**src/rtl/imm_extend_if.sv**
```systemverilog
// Request/result bus for the immediate-extend pipeline.
// The master issues requests and accepts results; the slave is the pipeline.
interface imm_extend_if #(
    parameter int DATA_W = 32,
    parameter int IMM_W  = 16,
    parameter int JIDX_W = 26
);
    logic              in_valid;
    logic              in_ready;
    logic [2:0]        in_mode;
    logic [IMM_W-1:0]  in_imm;
    logic [JIDX_W-1:0] in_jidx;
    logic [DATA_W-1:0] in_npc;
    logic              out_valid;
    logic              out_ready;
    logic [DATA_W-1:0] out_data;
    logic              out_err;
    logic              out_wrap;

    modport master (
        output in_valid, in_mode, in_imm, in_jidx, in_npc, out_ready,
        input  in_ready, out_valid, out_data, out_err, out_wrap
    );

    modport slave (
        input  in_valid, in_mode, in_imm, in_jidx, in_npc, out_ready,
        output in_ready, out_valid, out_data, out_err, out_wrap
    );
endinterface

```
**src/rtl/imm_extend_pipe.sv**
```systemverilog
// Two-stage immediate extension / branch and jump target pipeline with valid/ready flow control.
// Define IMM_EXTEND_WRAP_DET_EN to flag BRANCH targets that wrap the address space on out_wrap.
module imm_extend_pipe #(
    parameter int DATA_W = 32,
    parameter int IMM_W  = 16,
    parameter int JIDX_W = 26,
    parameter int SHIFT  = 2
) (
    input  logic        clk,
    input  logic        rst_n,
    imm_extend_if.slave bus
);
    localparam logic [2:0] M_SEXT   = 3'd0;
    localparam logic [2:0] M_ZEXT   = 3'd1;
    localparam logic [2:0] M_UPPER  = 3'd2;
    localparam logic [2:0] M_BRANCH = 3'd3;
    localparam logic [2:0] M_JUMP   = 3'd4;
    // npc bits kept by JUMP; the rest come from the shifted jump index.
    localparam logic [DATA_W-1:0] HI_MASK = ~((DATA_W'(1) << (JIDX_W + SHIFT)) - DATA_W'(1));

    function automatic logic signed [DATA_W-1:0] extend_imm(
        input logic [2:0]        mode,
        input logic [IMM_W-1:0]  imm,
        input logic [JIDX_W-1:0] jidx
    );
        logic signed [DATA_W-1:0] se;
        se = {{(DATA_W-IMM_W){imm[IMM_W-1]}}, imm};
        case (mode)
            M_SEXT:   extend_imm = se;
            M_ZEXT:   extend_imm = {{(DATA_W-IMM_W){1'b0}}, imm};
            M_UPPER:  extend_imm = {imm, {(DATA_W-IMM_W){1'b0}}};
            M_BRANCH: extend_imm = se <<< SHIFT;
            M_JUMP:   extend_imm = {{(DATA_W-JIDX_W-SHIFT){1'b0}}, jidx, {SHIFT{1'b0}}};
            default:  extend_imm = '0;
        endcase
    endfunction

    logic                     vld_p1, vld_p2, adv_p1, accept;
    logic [2:0]               mode_p1;
    logic [DATA_W-1:0]        npc_p1;
    logic signed [DATA_W-1:0] opnd_p1;
    logic [DATA_W-1:0]        sum_p1, res_p1;
    logic                     err_p1, wrap_p1, brwrap_p1;
    logic [DATA_W-1:0]        data_p2;
    logic                     err_p2, wrap_p2;

    assign adv_p1       = !vld_p2 || bus.out_ready;
    assign bus.in_ready = !vld_p1 || adv_p1;
    assign accept       = bus.in_valid && bus.in_ready;

    // Stage 1: capture mode, npc and the extended/shifted operand
    always_ff @(posedge clk) begin
        if (!rst_n) begin
            vld_p1 <= 1'b0;
        end else if (bus.in_ready) begin
            vld_p1 <= bus.in_valid;
        end
    end

    always_ff @(posedge clk) begin
        if (accept) begin
            mode_p1 <= bus.in_mode;
            npc_p1  <= bus.in_npc;
            opnd_p1 <= extend_imm(bus.in_mode, bus.in_imm, bus.in_jidx);
        end
    end

`ifdef IMM_EXTEND_WRAP_DET_EN
    logic [DATA_W:0] sum_ext_p1;
    assign sum_ext_p1 = {1'b0, npc_p1} + {1'b0, $unsigned(opnd_p1)};
    assign sum_p1     = sum_ext_p1[DATA_W-1:0];
    // Negative offsets wrap when the add produces no carry (a borrow), positive ones when it does.
    assign brwrap_p1  = opnd_p1[DATA_W-1] ? !sum_ext_p1[DATA_W] : sum_ext_p1[DATA_W];
`else
    assign sum_p1     = npc_p1 + $unsigned(opnd_p1);
    assign brwrap_p1  = 1'b0;
`endif

    always_comb begin
        res_p1  = '0;
        err_p1  = 1'b0;
        wrap_p1 = 1'b0;
        case (mode_p1)
            M_SEXT, M_ZEXT, M_UPPER: res_p1 = $unsigned(opnd_p1);
            M_BRANCH: begin
                res_p1  = sum_p1;
                wrap_p1 = brwrap_p1;
            end
            M_JUMP:   res_p1 = (npc_p1 & HI_MASK) | $unsigned(opnd_p1);
            default:  err_p1 = 1'b1;
        endcase
    end

    // Stage 2: final result register, held while the consumer stalls
    always_ff @(posedge clk) begin
        if (!rst_n) begin
            vld_p2  <= 1'b0;
            data_p2 <= '0;
            err_p2  <= 1'b0;
            wrap_p2 <= 1'b0;
        end else if (adv_p1) begin
            vld_p2 <= vld_p1;
            if (vld_p1) begin
                data_p2 <= res_p1;
                err_p2  <= err_p1;
                wrap_p2 <= wrap_p1;
            end
        end
    end

    assign bus.out_valid = vld_p2;
    assign bus.out_data  = data_p2;
    assign bus.out_err   = err_p2;
    assign bus.out_wrap  = wrap_p2;
endmodule
```
**src/flat_wrapper.sv**
```systemverilog
// flat-port wrapper written by rule: the top's interface ports become plain ports
module imm_extend_pipe_flat 
#(
    parameter int DATA_W = 32,
    parameter int IMM_W  = 16,
    parameter int JIDX_W = 26,
    parameter int SHIFT  = 2
)
  (clk, rst_n, bus_in_valid, bus_in_mode, bus_in_imm, bus_in_jidx, bus_in_npc, bus_out_ready, bus_in_ready, bus_out_valid, bus_out_data, bus_out_err, bus_out_wrap);
  imm_extend_if #(.DATA_W(DATA_W), .IMM_W(IMM_W), .JIDX_W(JIDX_W)) bus_i ();
  input  logic clk;
  input  logic rst_n;
  input wire logic [$bits(bus_i.in_valid)-1:0] bus_in_valid;
  input wire logic [$bits(bus_i.in_mode)-1:0] bus_in_mode;
  input wire logic [$bits(bus_i.in_imm)-1:0] bus_in_imm;
  input wire logic [$bits(bus_i.in_jidx)-1:0] bus_in_jidx;
  input wire logic [$bits(bus_i.in_npc)-1:0] bus_in_npc;
  input wire logic [$bits(bus_i.out_ready)-1:0] bus_out_ready;
  output wire logic [$bits(bus_i.in_ready)-1:0] bus_in_ready;
  output wire logic [$bits(bus_i.out_valid)-1:0] bus_out_valid;
  output wire logic [$bits(bus_i.out_data)-1:0] bus_out_data;
  output wire logic [$bits(bus_i.out_err)-1:0] bus_out_err;
  output wire logic [$bits(bus_i.out_wrap)-1:0] bus_out_wrap;
  assign bus_i.in_valid = bus_in_valid;
  assign bus_i.in_mode = bus_in_mode;
  assign bus_i.in_imm = bus_in_imm;
  assign bus_i.in_jidx = bus_in_jidx;
  assign bus_i.in_npc = bus_in_npc;
  assign bus_i.out_ready = bus_out_ready;
  assign bus_in_ready = bus_i.in_ready;
  assign bus_out_valid = bus_i.out_valid;
  assign bus_out_data = bus_i.out_data;
  assign bus_out_err = bus_i.out_err;
  assign bus_out_wrap = bus_i.out_wrap;
  imm_extend_pipe #(.DATA_W(DATA_W), .IMM_W(IMM_W), .JIDX_W(JIDX_W), .SHIFT(SHIFT)) u_core (.clk(clk), .rst_n(rst_n), .bus(bus_i));
endmodule
```
**config.mk**
```make
export PLATFORM = sky130hd
export DESIGN_NAME = imm_extend_pipe_flat
export DESIGN_NICKNAME = d
export VERILOG_FILES = /design/src/rtl/imm_extend_if.sv /design/src/rtl/imm_extend_pipe.sv /design/src/flat_wrapper.sv
export SDC_FILE = /design/constraint.sdc
export NUM_CORES = 1
export LEC_CHECK = 0
export BUFFER_PORTS_ARGS = -buffer_cell sky130_fd_sc_hd__buf_2
export CAP_MARGIN = 20
export CORE_MARGIN = 4
export CORE_UTILIZATION = 50
export CTS_CLUSTER_DIAMETER = 40
export CTS_CLUSTER_SIZE = 20
export DETAILED_ROUTE_END_ITERATION = 12
export MAX_ROUTING_LAYER = met4
export PLACE_DENSITY = 0.76
export SKIP_LAST_GASP = 1
export SYNTH_ARGS = -nofsm -noshare
export SYNTH_HDL_FRONTEND = slang
export SYNTH_SLANG_ARGS = --single-unit
```
**constraint.sdc**
```tcl
create_clock -name clk -period 2.77 [get_ports clk]
set_input_delay 0.554 -clock clk [delete_from_list [all_inputs] [get_ports clk]]
set_output_delay 0.554 -clock clk [all_outputs]
set_load 0.05 [all_outputs]
```
Yosys cells after proc, flatten, opt, wreduce, memory -nomap -nowiden
Index checks and enable logic that the tools add are counted.
Widths: inputs -> output; s select.
- output and inout port bits: 36
- bits in registers: 102
- latch bits: 0
- bits in writable memories: 0
- memory bits (read-only): 0
- memories kept: 0
- bits of input ports: 81
- word-level logic and storage cells: 30
- divide/modulo/power cells: 0
- bitwise gates (word level): 1
- $add $sub $neg: 1
- multipliers: 0
- equal/unequal tests: 8
- $lt $le $gt $ge: 0
- mux-type cells: 3
- reductions and logical operators: 10
- shift-type cells: 0
- operators with widths (kind ; number):
    $pmux 32 s5 ; 1
    $pmux 32 s3 ; 1
    $add 32x32->32 ; 1
    $or 32x32->32 ; 1
    $eq 3x2->1 const B ; 4
    $eq 3x1->1 const B ; 2
    $eq 3x3->1 const B ; 2
    $logic_not 3->1 ; 2
    $reduce_or 5->1 ; 1
    $reduce_or 3->1 ; 1
    $logic_not 1->1 ; 2
    $logic_or 1x1->1 ; 2
    $reduce_and 2->1 ; 1
    $logic_and 1x1->1 ; 1
    $mux 1 ; 1

Logic depth before layout (Yosys ltp)
- depth in word-level cells: 4
- mapped depth: 11
- mapped depth without buffers: 11

Least setup slack after synthesis
Ideal clock, no wire load.
- path type: reg-to-reg
- start point: reg u_core.vld_p2, in the netlist u_core.bus.out_valid
- end point: reg u_core.mode_p1[0], enable pin
- stages on the path, launching flop included: 4
- setup time: 0.432 ns
- buffers on the path: 0
- arrival: 2.733 ns
- required time: 2.338 ns
- slack: -0.395 ns
- period minus slack after synthesis: 3.165 ns
- path through: dfxtp_1 > nor2b_1 > nand2_1 > and2_1
- cells in the longest elaborated chain, start to end: 4
- ends and longest elaborated chain (element ; RTL line ; RTL):
    start, declared ; imm_extend_pipe.sv:38 ; logic vld_p1, vld_p2, adv_p1, accept;
    start signal, assigned ; imm_extend_pipe.sv:102 ; vld_p2 <= vld_p1;
    $logic_not 1->1 ; imm_extend_pipe.sv:47 ; assign adv_p1 = !vld_p2 || bus.out_ready;
    $logic_or 1x1->1 ; imm_extend_pipe.sv:47 ;
    $logic_or 1x1->1 ; imm_extend_pipe.sv:48 ; assign bus.in_ready = !vld_p1 || adv_p1;
    named net bus_in_ready ; flat_wrapper.sv:19 ; output wire logic [$bits(bus_i.in_ready)-1:0] bus_in_ready;
    $logic_and 1x1->1 ; imm_extend_pipe.sv:49 ; assign accept = bus.in_valid && bus.in_ready;
    named net u_core.accept ; imm_extend_pipe.sv:38 ;
    end signal, assigned ; imm_extend_pipe.sv:62 ; mode_p1 <= bus.in_mode;
    end, declared ; imm_extend_pipe.sv:39 ; logic [2:0] mode_p1;
The timed path passes the listed nets, and every way through them passes these cells.
A chain may end at the register's enable or synchronous reset.

Worst setup path in the final report
- start point: reg u_core.opnd_p1[1]
- end point: reg u_core.data_p2[23], in the netlist u_core.bus.out_data[23]
- cells in the longest elaborated chain, start to end: 2
- ends and longest elaborated chain (element ; RTL line ; RTL):
    start, declared ; imm_extend_pipe.sv:41 ; logic signed [DATA_W-1:0] opnd_p1;
    start signal, assigned ; imm_extend_pipe.sv:64 ; opnd_p1 <= extend_imm(bus.in_mode, bus.in_imm, bus.in_jidx);
    $add 32x32->32 ; imm_extend_pipe.sv:75 ; assign sum_p1 = npc_p1 + $unsigned(opnd_p1);
    $pmux 32 s3 ; imm_extend_pipe.sv:83 ; case (mode_p1)
    end signal, assigned ; imm_extend_pipe.sv:104 ; data_p2 <= res_p1;
    end, declared ; imm_extend_pipe.sv:44 ; logic [DATA_W-1:0] data_p2;
Every way passes these cells.

==> reports/metrics.csv <==
metric;value;unit
Post-Synth Adder-Cell Area;0.0751;
CP cell instances;ha_1, a211oi_2, o21ai_1, a211oi_2, o21bai_1, a211o_1, a21oi_1, xor2_1, o31ai_1;
Seq/Total Area, Yosys;0.445;
WS Path Type;reg2reg;
Vias;5375;
TritonCTS clock tree;done;
Lkg Pwr;3.02;nW
final WL;17800;µm
clock-pin slew on the worst setup and hold paths;0.07;ns
Final Net Count;876;
final hold violation count;0;
Max-Cap Viols;0;
Die ar.;0.0140;mm²
total power per unit cell area;556;mW/mm²
global-route wire length before repair;27800;µm
EDFF count, synth;67;
gr ovfl total;0;
Syn Area/Cell;9.44;µm²
ant diodes;0;
Slew HR;0.425;
Fin Clk Skew;0.00717;ns
area post-placement;0.00691;mm²
minimum clock period after layout;2.64;ns
count of state elements after synthesis;102;
syn nets;763;
critical path required time;3.04;ns
Post-synth ARST share;0;
Max Used Layer;met4;
most frequent cells in the layout;buf_2, nand2_1, a21oi_1;
TritonRoute pass-1 iters;5;
Post-CTS Setup Inserts;0;
Area Growth Syn to Fin;18.7;%
Comb power frac;0.235;
maximum VDD drop;280;µV
die height;118;µm
Horiz. Die Dim;118;µm
synthesized instance count;646;
proportion of layout cells with a drive suffix above 1;0.230;
Mapped Area;0.00610;mm²
Total GRT Usage;0.260;
depth of the CTS H-tree;3;
Port Buf Inserts;115;
clk_lat worst skew;0.36;ns
combinational family with the most area after synthesis;compound AO/OA/AOI/OAI gates;
Slowest cell on crit path;edfxtp_1;
most common cell after layout, fill and taps aside;buf_2;
Clk network pwr share;0.324;
Site Rows;40;
Seq pwr share;0.441;
worst setup margin;0.126;ns
most frequent cell on the critical path;a211oi_2;
setup tns final;0;ns
placer congestion estimate;0.934;
number of remaining DRC errors;0;
Avg WL per Cell;19.6;µm
Synth Area in Simple Gates;0.152;
fin util;0.606;
FILL cells;1027;
Switch Pwr;1.22;mW
Slew Viols, Final;0;
Pwr Total;4.03;mW
Initial Util;0.510;
Yosys warning total;0;
final-report setup violation count;0;
Routed met2 length;8450;µm
post-synth cell types;61;
Reg2Reg Setup Slack;0.13;ns
fin area;0.00724;mm²
CP Buf/Inv Count;0;
CP max FO;3;
post-detail-place hpwl;13700;µm
internal power;2.80;mW
Setup WS pre-CTS;0.0587;ns
Synth Area in Compound Gates;0.254;
M1 WL;7970;µm
switch share;0.304;
Post-Synth XOR/XNOR Area;0.0345;
mux share of post-synthesis cell area;0.00349;
Crit path largest cell delay;0.42;ns
starting DRC count in detailed routing;607;
Clock Path Buffers;2;
Worst Tran Pin Value;0.862;ns
Hold Path Class;in2reg;
pin count of the biggest net entering global routing;68;
Routed Antenna Nets;0;
critical path's top delay family;compound AO/OA/AOI/OAI gates;
worst path arrival time;2.91;ns
startpoint types;flop;
outcome;complete, no violations;
Max Fclk;0.378;GHz
IO Pins;117;
Primary FF master, synth;edfxtp_1;
Clock Sinks;102;
vias in the first global route;5288;
root buf cell;clkbuf_16;
Num CTS Buffers;9;
DR WL met3;1050;µm
Vias/cell;5.90;
final worst-path cycle share;0.955;
core area;0.0120;mm²
crit end category;flop;
number of antenna violations at the first check in global routing;0;
-- stage by stage --
step	std cells	hold WS, ns
global placement	895	0.448
CTS	911	0.355
detailed placement	895	0.445
global route	911	0.356
floorplan	646	0.474
finish	911	0.368
-- worst reg2reg max path: stages, from the launching register on --
cell	delay [ns]
edfxtp_1	0.42
ha_1	0.34
a211oi_2	0.27
o21ai_1	0.18
a211oi_2	0.31
o21bai_1	0.19
a211o_1	0.36
a21oi_1	0.19
xor2_1	0.09
o31ai_1	0.21
-- path summary, 6_finish.rpt --
kind,cells after the start,endpoint,from
hold / removal,1,u_core.npc_p1[24],bus_in_npc[24]
setup reg to reg,9,u_core.bus.out_data[23],u_core.opnd_p1[1]
setup / recovery,9,u_core.bus.out_data[23],u_core.opnd_p1[1]
hold reg to reg,2,u_core.bus.out_data[11],u_core.bus.out_data[11]
-- logic make-up (layout without fill, tap and decap cells) --
group | count (synthesis) | in the layout
AO/OA/AOI/OAI | 239 | 239
XOR/XNOR | 24 | 24
adder cells (fa/ha/maj) | 36 | 36
buffers and inverters | 57 | 175
flip-flops | 102 | 102
multiplexers | 2 | 2
other | 1 | 1
AND/OR/NAND/NOR | 185 | 185
-- metal layers --
metal  track usage  vias up
li1              -     2611
met1         0.334     2520
met2         0.421      214
met3        0.0431       30
met4        0.0854        0
met5             -        -
-- state kept, by name, summed over array words and instances, names as in the netlist --
signal and cells:
u_core.mode_p1 3, u_core.opnd_p1 32, u_core.bus.out_err 1, u_core.bus.out_valid 1
u_core.npc_p1 32, u_core.bus.out_data 32, u_core.vld_p1 1
-- cell type report --
cell class,count,area (µm²),share of cell area
Sequential cell,102,2710,0.374
Timing Repair Buffer,140,776,0.107
Multi-Input combinational cell,487,3190,0.441
Clock inverter,7,81.3,0.0112
Inverter,19,71.3,0.00984
Tap cell,147,184,0.0254
Clock buffer,9,225,0.0311
-- Yosys cell counts (3+ instances only) --
| library cell | number | area share |
|---|---|---|
| xor2_1 | 10 | 0.014 |
| o21bai_1 | 3 | 0.0037 |
| ha_1 | 35 | 0.072 |
| edfxtp_1 | 67 | 0.33 |
| a21o_1 | 17 | 0.021 |
| nor2_1 | 20 | 0.012 |
| a22o_1 | 7 | 0.010 |
| nor3b_1 | 8 | 0.0098 |
| a211oi_1 | 6 | 0.0074 |
| buf_1 | 3 | 0.0018 |
| a22oi_1 | 19 | 0.023 |
| inv_1 | 19 | 0.012 |
| nand4_1 | 7 | 0.0072 |
| xnor2_1 | 14 | 0.020 |
| and3_1 | 7 | 0.0072 |
| nand2_1 | 74 | 0.046 |
| or2_2 | 3 | 0.0031 |
| or3_1 | 4 | 0.0041 |
| or4_1 | 3 | 0.0037 |
| o21ai_0 | 56 | 0.046 |
| dfxtp_1 | 35 | 0.11 |
| o21ai_1 | 6 | 0.0049 |
| nor3_1 | 7 | 0.0057 |
| nand2b_1 | 4 | 0.0041 |
| nand3_1 | 7 | 0.0057 |
| and2_1 | 6 | 0.0062 |
| o211ai_1 | 5 | 0.0062 |
| a21oi_1 | 69 | 0.057 |
| clkbuf_1 | 31 | 0.019 |
| a211oi_2 | 3 | 0.0062 |
| nor2b_1 | 33 | 0.034 |
| a222oi_1 | 5 | 0.0082 |
| a31oi_1 | 5 | 0.0051 |
| o21a_1 | 18 | 0.022 |
-- repair_timing --
action / 4_1_cts / 5_1_grt
setup endpoints to repair: 0 / 8
hold buffers: 0 / 0
gates resized for setup: 0 / 6
-- power by group through the flow --
| stage | Combinational [mW] | Sequential [mW] | Clock [mW] |
|---|---|---|---|
| after detailed placement | 0.924 | 1.81 | 0 |
| after global placement | 0.913 | 1.80 | 0 |
| after floorplan | 0.576 | 1.85 | 0 |
| after CTS | 0.930 | 1.77 | 1.33 |
| final | 0.948 | 1.78 | 1.30 |
| after global routing | 1.03 | 1.78 | 1.40 |
No activity file was read; power rests on OpenSTA's default activity.
